==> src/rtl/ram8_port_master_if.sv <==
// Host command, write/read streams and RAM8 pin bundle for ram8_port_master.
// master = the sequencer itself, slave = the host/RAM side around it.
interface ram8_port_master_if;
    logic        cmd_valid;
    logic        cmd_ready;
    logic        cmd_write;
    logic [2:0]  cmd_base;
    logic [2:0]  cmd_len;
    logic        wr_valid;
    logic        wr_ready;
    logic [15:0] wr_data;
    logic        rd_valid;
    logic        rd_ready;
    logic [15:0] rd_data;
    logic        busy;
    logic        done;
    logic [2:0]  ram_address;
    logic [15:0] ram_in;
    logic        ram_load;
    logic [15:0] ram_out;

    modport master (
        input  cmd_valid, cmd_write, cmd_base, cmd_len,
        input  wr_valid, wr_data, rd_ready, ram_out,
        output cmd_ready, wr_ready, rd_valid, rd_data,
        output busy, done, ram_address, ram_in, ram_load
    );

    modport slave (
        output cmd_valid, cmd_write, cmd_base, cmd_len,
        output wr_valid, wr_data, rd_ready, ram_out,
        input  cmd_ready, wr_ready, rd_valid, rd_data,
        input  busy, done, ram_address, ram_in, ram_load
    );
endinterface

==> src/rtl/ram8_port_master.sv <==
// Burst sequencer for the 8x16 RAM8: streams N words in (write) or out (read),
// with the address wrapping modulo 8.
module ram8_port_master (
    input  logic                  clk,
    input  logic                  rst_n,
    ram8_port_master_if.master    bus
);
    typedef enum logic [2:0] {IDLE, WR, RD, RD_DRAIN, FIN} state_t;

    state_t      state, state_nxt;
    logic [2:0]  addr, addr_nxt;
    logic [2:0]  remaining, remaining_nxt;
    logic [15:0] rd_data_q, rd_data_nxt;
    logic        rd_valid_q, rd_valid_nxt;

    always_ff @(posedge clk or negedge rst_n) begin
        if (!rst_n) begin
            state      <= IDLE;
            addr       <= 3'd0;
            remaining  <= 3'd0;
            rd_data_q  <= 16'd0;
            rd_valid_q <= 1'b0;
        end else begin
            state      <= state_nxt;
            addr       <= addr_nxt;
            remaining  <= remaining_nxt;
            rd_data_q  <= rd_data_nxt;
            rd_valid_q <= rd_valid_nxt;
        end
    end

    always_comb begin
        state_nxt     = state;
        addr_nxt      = addr;
        remaining_nxt = remaining;
        rd_data_nxt   = rd_data_q;
        rd_valid_nxt  = rd_valid_q;
        case (state)
            IDLE: begin
                if (bus.cmd_valid) begin
                    addr_nxt      = bus.cmd_base;
                    remaining_nxt = bus.cmd_len;
                    state_nxt     = bus.cmd_write ? WR : RD;
                end
            end
            WR: begin
                if (bus.wr_valid) begin
                    addr_nxt = addr + 3'd1;
                    if (remaining == 3'd0) state_nxt = FIN;
                    else remaining_nxt = remaining - 3'd1;
                end
            end
            RD: begin
                // Fetch whenever the output register is empty or being drained.
                if (!rd_valid_q || bus.rd_ready) begin
                    rd_data_nxt  = bus.ram_out;
                    rd_valid_nxt = 1'b1;
                    addr_nxt     = addr + 3'd1;
                    if (remaining == 3'd0) state_nxt = RD_DRAIN;
                    else remaining_nxt = remaining - 3'd1;
                end
            end
            RD_DRAIN: begin
                if (bus.rd_ready) begin
                    rd_valid_nxt = 1'b0;
                    state_nxt    = FIN;
                end
            end
            FIN:     state_nxt = IDLE;
            default: state_nxt = IDLE;
        endcase
    end

    // RAM8 pins: address tracks addr directly, so it holds its last value in IDLE.
    assign bus.ram_address = addr;
    assign bus.ram_in      = bus.wr_data;
    assign bus.ram_load    = (state == WR) && bus.wr_valid;

    assign bus.cmd_ready = (state == IDLE);
    assign bus.busy      = (state != IDLE);
    assign bus.done      = (state == FIN);
    assign bus.wr_ready  = (state == WR);
    assign bus.rd_valid  = rd_valid_q;
    assign bus.rd_data   = rd_data_q;
endmodule
==> src/flat_wrapper.sv <==
// flat-port wrapper written by rule: the top's interface ports become plain ports
module ram8_port_master_flat 
  (clk, rst_n, bus_cmd_valid, bus_cmd_write, bus_cmd_base, bus_cmd_len, bus_wr_valid, bus_wr_data, bus_rd_ready, bus_ram_out, bus_cmd_ready, bus_wr_ready, bus_rd_valid, bus_rd_data, bus_busy, bus_done, bus_ram_address, bus_ram_in, bus_ram_load);
  ram8_port_master_if bus_i ();
  input  logic clk;
  input  logic rst_n;
  input wire logic [$bits(bus_i.cmd_valid)-1:0] bus_cmd_valid;
  input wire logic [$bits(bus_i.cmd_write)-1:0] bus_cmd_write;
  input wire logic [$bits(bus_i.cmd_base)-1:0] bus_cmd_base;
  input wire logic [$bits(bus_i.cmd_len)-1:0] bus_cmd_len;
  input wire logic [$bits(bus_i.wr_valid)-1:0] bus_wr_valid;
  input wire logic [$bits(bus_i.wr_data)-1:0] bus_wr_data;
  input wire logic [$bits(bus_i.rd_ready)-1:0] bus_rd_ready;
  input wire logic [$bits(bus_i.ram_out)-1:0] bus_ram_out;
  output wire logic [$bits(bus_i.cmd_ready)-1:0] bus_cmd_ready;
  output wire logic [$bits(bus_i.wr_ready)-1:0] bus_wr_ready;
  output wire logic [$bits(bus_i.rd_valid)-1:0] bus_rd_valid;
  output wire logic [$bits(bus_i.rd_data)-1:0] bus_rd_data;
  output wire logic [$bits(bus_i.busy)-1:0] bus_busy;
  output wire logic [$bits(bus_i.done)-1:0] bus_done;
  output wire logic [$bits(bus_i.ram_address)-1:0] bus_ram_address;
  output wire logic [$bits(bus_i.ram_in)-1:0] bus_ram_in;
  output wire logic [$bits(bus_i.ram_load)-1:0] bus_ram_load;
  assign bus_i.cmd_valid = bus_cmd_valid;
  assign bus_i.cmd_write = bus_cmd_write;
  assign bus_i.cmd_base = bus_cmd_base;
  assign bus_i.cmd_len = bus_cmd_len;
  assign bus_i.wr_valid = bus_wr_valid;
  assign bus_i.wr_data = bus_wr_data;
  assign bus_i.rd_ready = bus_rd_ready;
  assign bus_i.ram_out = bus_ram_out;
  assign bus_cmd_ready = bus_i.cmd_ready;
  assign bus_wr_ready = bus_i.wr_ready;
  assign bus_rd_valid = bus_i.rd_valid;
  assign bus_rd_data = bus_i.rd_data;
  assign bus_busy = bus_i.busy;
  assign bus_done = bus_i.done;
  assign bus_ram_address = bus_i.ram_address;
  assign bus_ram_in = bus_i.ram_in;
  assign bus_ram_load = bus_i.ram_load;
  ram8_port_master u_core (.clk(clk), .rst_n(rst_n), .bus(bus_i));
endmodule
==> config.mk <==
export PLATFORM = sky130hd
export DESIGN_NAME = ram8_port_master_flat
export DESIGN_NICKNAME = d
export VERILOG_FILES = /design/src/rtl/ram8_port_master_if.sv /design/src/rtl/ram8_port_master.sv /design/src/flat_wrapper.sv
export SDC_FILE = /design/constraint.sdc
export NUM_CORES = 1
export LEC_CHECK = 0
export CORE_ASPECT_RATIO = 1.5
export CORE_MARGIN = 1
export CORE_UTILIZATION = 30
export DETAILED_ROUTE_END_ITERATION = 7
export PLACE_DENSITY = 0.69
export REMOVE_ABC_BUFFERS = 1
export SYNTH_ARGS = -nofsm -noshare
export SYNTH_HDL_FRONTEND = slang
export SYNTH_SLANG_ARGS = --single-unit
==> constraint.sdc <==
create_clock -name clk -period 3.8 [get_ports clk]
set_clock_uncertainty 0.15 [all_clocks]
set_input_delay 1.14 -clock clk [delete_from_list [all_inputs] [get_ports clk]]
set_output_delay 1.14 -clock clk [all_outputs]
set_load 0.05 [all_outputs]
## Word level (Yosys, flattened, before mapping)

Cells that the tools add are included.

| operators by class | value |
|---|---|
| equal/unequal tests | 10 |
| mux-type cells | 20 |
| add/subtract/negate cells | 2 |
| reduce and logical (&&, ||, !) cells | 12 |

Operators with widths:

| cell | count |
|---|---|
| $mux W3 | 13 |
| $pmux W3 S3 | 2 |
| $pmux W3 S4 | 1 |
| $eq A3 B2 Y1 const B | 2 |
| $logic_not A3 Y1 | 2 |
| $ne A2 B1 Y1 const B | 3 |
| $ne A2 B2 Y1 const B | 3 |
| $reduce_and A6 Y1 | 1 |
| $reduce_bool A3 Y1 | 2 |
| $reduce_and A4 Y1 | 1 |
| $add A3 B1 Y3 const B | 1 |
| $eq A3 B1 Y1 const B | 1 |
| $eq A3 B3 Y1 const B | 1 |
| $reduce_and A3 Y1 | 1 |
| $sub A3 B1 Y3 const B | 1 |
| $mux W1 | 2 |
| $mux W2 | 1 |
| $pmux W1 S2 | 1 |
| $reduce_and A2 Y1 | 1 |
| $reduce_bool A2 Y1 | 1 |
| $logic_and A1 B1 Y1 | 1 |
| $logic_not A1 Y1 | 1 |
| $logic_or A1 B1 Y1 | 1 |

| storage, ports and cells | value |
|---|---|
| logic and storage cells | 49 |
| output and inout port bits | 41 |
| register bits after elaboration | 26 |
| input port bits | 44 |

## Longest topological paths before layout

| depth | value |
|---|---|
| word-level depth | 4 |
| mapped depth | 6 |
| depth with buffers taken out | 6 |

## Worst setup path after synthesis

No wires, ideal clock.

| timing | value |
|---|---|
| kind | flip-flop to output port |
| start point | register u_core.state[2] |
| end point | output port bus_busy |
| cell stages (with the launch flop) | 5 |
| buffers on the path | 1 |
| slack | 0.550 ns |
| arrival time | 1.960 ns |
| required time | 2.510 ns |
| cells stage by stage | dfrtp_1 -> buf_2 -> or2_1 -> nor2_1 -> inv_1 |

| between the ends | value |
|---|---|
| longest elaborated chain between the ends | 1 |

Ends and longest elaborated chain:

| item | RTL line | source |
|---|---|---|
| start: declaration | ram8_port_master.sv:10 | `state_t state, state_nxt;` |
| start signal: assignment | ram8_port_master.sv:24 | `state <= state_nxt;` |
| $reduce_bool A3 Y1 | ram8_port_master.sv:80 | `assign bus.busy = (state != IDLE);` |
| end: declaration | flat_wrapper.sv:19 | `output wire logic [$bits(bus_i.busy)-1:0] bus_busy;` |

Every way passes these cells.

## Worst setup path in the final report

| timing | value |
|---|---|
| start point | register u_core.state[2] |
| end point | output port bus_cmd_ready |

| between the ends | value |
|---|---|
| longest elaborated chain between the ends | 1 |

Ends and longest elaborated chain:

| item | RTL line | source |
|---|---|---|
| $logic_not A3 Y1 | ram8_port_master.sv:79 | `assign bus.cmd_ready = (state == IDLE);` |
| end: declaration | flat_wrapper.sv:15 | `output wire logic [$bits(bus_i.cmd_ready)-1:0] bus_cmd_ready;` |

Every way passes these cells.

==> results by group <==
Setup path
  – Register-to-Register Path Depth: 3
  – CP cell instances: or2_1 -> nor2_1 -> clkdlybuf4s50_1
  – Worst setup path start: u_core.state[2]
  – CP max FO: 12
  – CP endpoint: bus_cmd_ready
  – Worst r2r src: u_core.state[1]
  – Slowest CP cell: clkdlybuf4s50_1
  – Critical Path AT: approximately 2.1 ns
  – Reg2Reg Setup Slack: between 1.5 and 2 ns
  – Worst path max stage delay: between 0.8 and 0.9 ns
  – CP required: 2.51 ns
  – Startpoint Class: flop
  – WS Path Type: flop to output pin
  – FF-to-FF End: u_core.bus.rd_data[3]
  – Critical path endpoint category: output pin

Run status
  – Status: completed

Logic synthesis
  – Largest cells by area after synthesis: dfrtp_1 46%, mux2_4 11%, buf_4 8.9%, mux2_2 4.7%, mux2i_1 2.8%
  – Post-synthesis cell count: approximately 120
  – Syn_area_per_cell: approximately 12 sq um
  – Top cell type's share of synthesized area: a little under half
  – Proportion of synthesized area in mux cells: roughly 18%
  – Mapped cell area: 1428 sq um
  – Seq cells post-synth: 26
  – Synth Area in XOR/XNOR: 0.6135%
  – Asr flop ratio synth: between 90% and 100%
  – Synth Warn #: 0
  – Synth Area in Compound Gates: about 9.6%
  – Post-synthesis simple-gate area fraction: approximately an eighth
  – Top cells by count, synth: 26 x dfrtp_1, 17 x buf_4, 10 x mux2_4
  – Count leader, synth: dfrtp_1
  – Cell taking the most area after synthesis: dfrtp_1
  – Combinational family with the most area after synthesis: multiplexers
  – Adder-cell share of the synthesized area: under 10%
  – Synth Flop Type: dfrtp_1
  – Post-synth EDFFs: 0
  – Number of different library cells in the post-synthesis netlist: 36
  – Register area share after synthesis: a little under half

Timing
  – Setup-failing EPs final: 0
  – Worst-margin pin slew: about 0.51 ns
  – Final critical-path share of the clock period: between 80 and 90%
  – TNS Setup: 0 ns
  – Final Hold Vio Count: 0
  – Minimum clock period: about 3.4 ns
  – Slew Viols, Final: 0
  – Fmax: between 0.2 and 0.3 GHz
  – Slew HR: between 60% and 70%
  – Worst hold slack: about 0.35 ns
  – Setup ws final: 0.3985 ns
  – RSZ-0062 raised after global routing: no

Placement
  – Post-DP HPWL: roughly 2300 microns
  – Dpl cells: between 200 and 250
  – Port bufs: 52
  – Pre-CTS worst setup slack: around 0.52 ns
  – Routability cong.: between 0.7 and 0.8

Drt
  – Via count: ~1,000
  – Initial drt markers: 14
  – DRT Pass-1 Iters: 6
  – Post-DRT Antenna Nets: 0
  – Wire per inst: 13.59 microns
  – DR vias/cell: approximately 4.6
  – Remaining DRCs: 0
  – Detailed-route wire length: ~3000 microns

Power and ir drop
  – Sw frac: about half
  – VDD IR-drop max: approximately 430 uV
  – P_leak: 0.8425 nW
  – Pwr/cell area: about 1100 nW/um^2
  – Internal power: roughly 0.0011 W
  – Sw power: between 0.0009 and 0.001 W
  – Part of the power in registers: roughly a quarter
  – Power consumption: roughly 0.0021 W
  – Proportion of power drawn by combinational gates: between 60% and 70%
  – Clock network power share: 8.4%

Finish
  – Area delta synth->final: 36.55%
  – Diodes inserted: 0
  – Layout cells sized above 1: between 10% and 20%
  – Final nets: ~210
  – Post-Layout Cell Count: between 200 and 250

Floorplan
  – Core Area: approximately 4500 sq um
  – Die W: about 58 microns
  – Ports: 85
  – Row count: 30
  – Initial Util: 31.43%
  – DIE AREA: 5044 sq um
  – Height of the die: roughly 86 microns

CTS
  – Clk_lat worst skew: roughly 0.26 ns
  – Cts bufs inserted: 3
  – Clock transition at path regs: approximately 0.09 ns
  – H-tree depth: 1
  – CTS sink count: 26
  – CTS resizes: 0
  – Setup Buffers After CTS: 0
  – Root Driver: clkbuf_8
  – Post-CTS Hold Fix Bufs: 0
  – CTS tree: done
  – CTS max path bufs: 2

Global route
  – Initial antenna violation count: 0
  – Largest net degree at the start of global routing: 27
  – Number of global-route vias before repair: 993
  – GR Overflow Total: 0
  – GRT Overall Usage: 12.35%
  – First-pass GRT wire length: ~4800 microns

Worst hold path
  – Hold-critical path depth: 1
  – HP Class: flop to flop

Job
  – Max Cap Violations: 0
placed cells by master, fill, tap and decap left out, drive strengths merged:
master / synthesis / final
a21boi: 1 / 1
a31oi: 1 / 1
mux2: 16 / 16
a21o: 3 / 3
mux2i: 4 / 4
nand2: 6 / 6
a211oi: 1 / 1
or2: 2 / 2
xnor2: 1 / 1
a2bb2oi: 1 / 1
and3: 1 / 1
a22oi: 2 / 2
clkbuf: 2 / 4
ha: 3 / 3
nand2b: 1 / 1
buf: 19 / 2
a21oi: 4 / 4
nor3b: 4 / 4
clkdlybuf4s50: 0 / 51
nor2b: 1 / 1
dfrtp: 26 / 26
nor4: 2 / 2
nor2: 8 / 8
o2bb2ai: 4 / 4
nor3: 1 / 1
o21ai: 3 / 3
and2: 1 / 1
nand3b: 2 / 2
inv: 4 / 4
through the flow:
stage	util (%)	instance area, sq um
6_report	42.92	1949
5_1_grt	42.92	1949
4_1_cts	42.92	1949
3_5_place_dp	41.71	1894
3_3_place_gp	41.71	1894
2_1_floorplan	-	1276
metal layers:
| metal | global-route usage [%] | vias to the layer above | share of wire (%) |
|---|---|---|---|
| met1 | 15.20 | 472 | 42 |
| met5 | 3.297 | - | 0 |
| met2 | 18.29 | 71 | 43 |
| met4 | 3.247 | 0 | 0.46 |
| li1 | - | 489 | - |
| met3 | 6.866 | 2 | 14 |
worst min-delay path by stage:
| stage | startpoint | endpoint | slack, ns |
|---|---|---|---|
| floorplan | u_core.remaining[1] | u_core.remaining[1] | 0.31 |
| global placement | u_core.remaining[1] | u_core.remaining[1] | 0.32 |
| detailed placement | u_core.remaining[1] | u_core.remaining[1] | 0.34 |
| CTS | u_core.remaining[1] | u_core.remaining[1] | 0.36 |
| global route | u_core.bus.rd_data[12] | u_core.bus.rd_data[12] | 0.37 |
| finish | u_core.remaining[1] | u_core.remaining[1] | 0.35 |
worst max-delay path, delay by kind of cell, from the launching register on:
kind	cells	cell delay [ns]
buffers and inverters	1	0.84
DFF	1	0.53
and+or+nand+nor	2	0.48
power groups by stage:
stage | clock, W | combinational (W) | sequential, W
final | 0.000173 | 0.00136 | 0.000535
after global routing | 0.000194 | 0.00145 | 0.000560
after CTS | 0.000182 | 0.00137 | 0.000536
after detailed placement | 0 | 0.00136 | 0.000543
after global placement | 0 | 0.00136 | 0.000537
after floorplan | 0 | 0.000577 | 0.000912
cell type report:
| class | instances | area, sq um |
|---|---|---|
| fill | 426 | 2592 |
| sequential | 26 | 650.6 |
| multi-input combinational | 73 | 610.6 |
| timing repair buffer | 53 | 538.0 |
| tap | 64 | 80.08 |
| clock buffer | 4 | 55.05 |
| inverter | 4 | 15.01 |
flip-flops by register name, summed over array words and instances (netlist names):
register,cells
u_core.bus.rd_valid,1
u_core.remaining,3
u_core.bus.rd_data,16
u_core.bus.ram_address,3
u_core.state,3
cells by family (layout without fill, tap and decap cells):
kind of cell | after synthesis | after routing
adders and majority gates | 3 | 3
muxes | 20 | 20
xor gates and xnor gates | 1 | 1
and+or+nand+nor | 29 | 29
AOI/OAI and AO/OA | 20 | 20
buffers and inverters | 25 | 61
DFF | 26 | 26
Power figures use the tool's default switching activity.
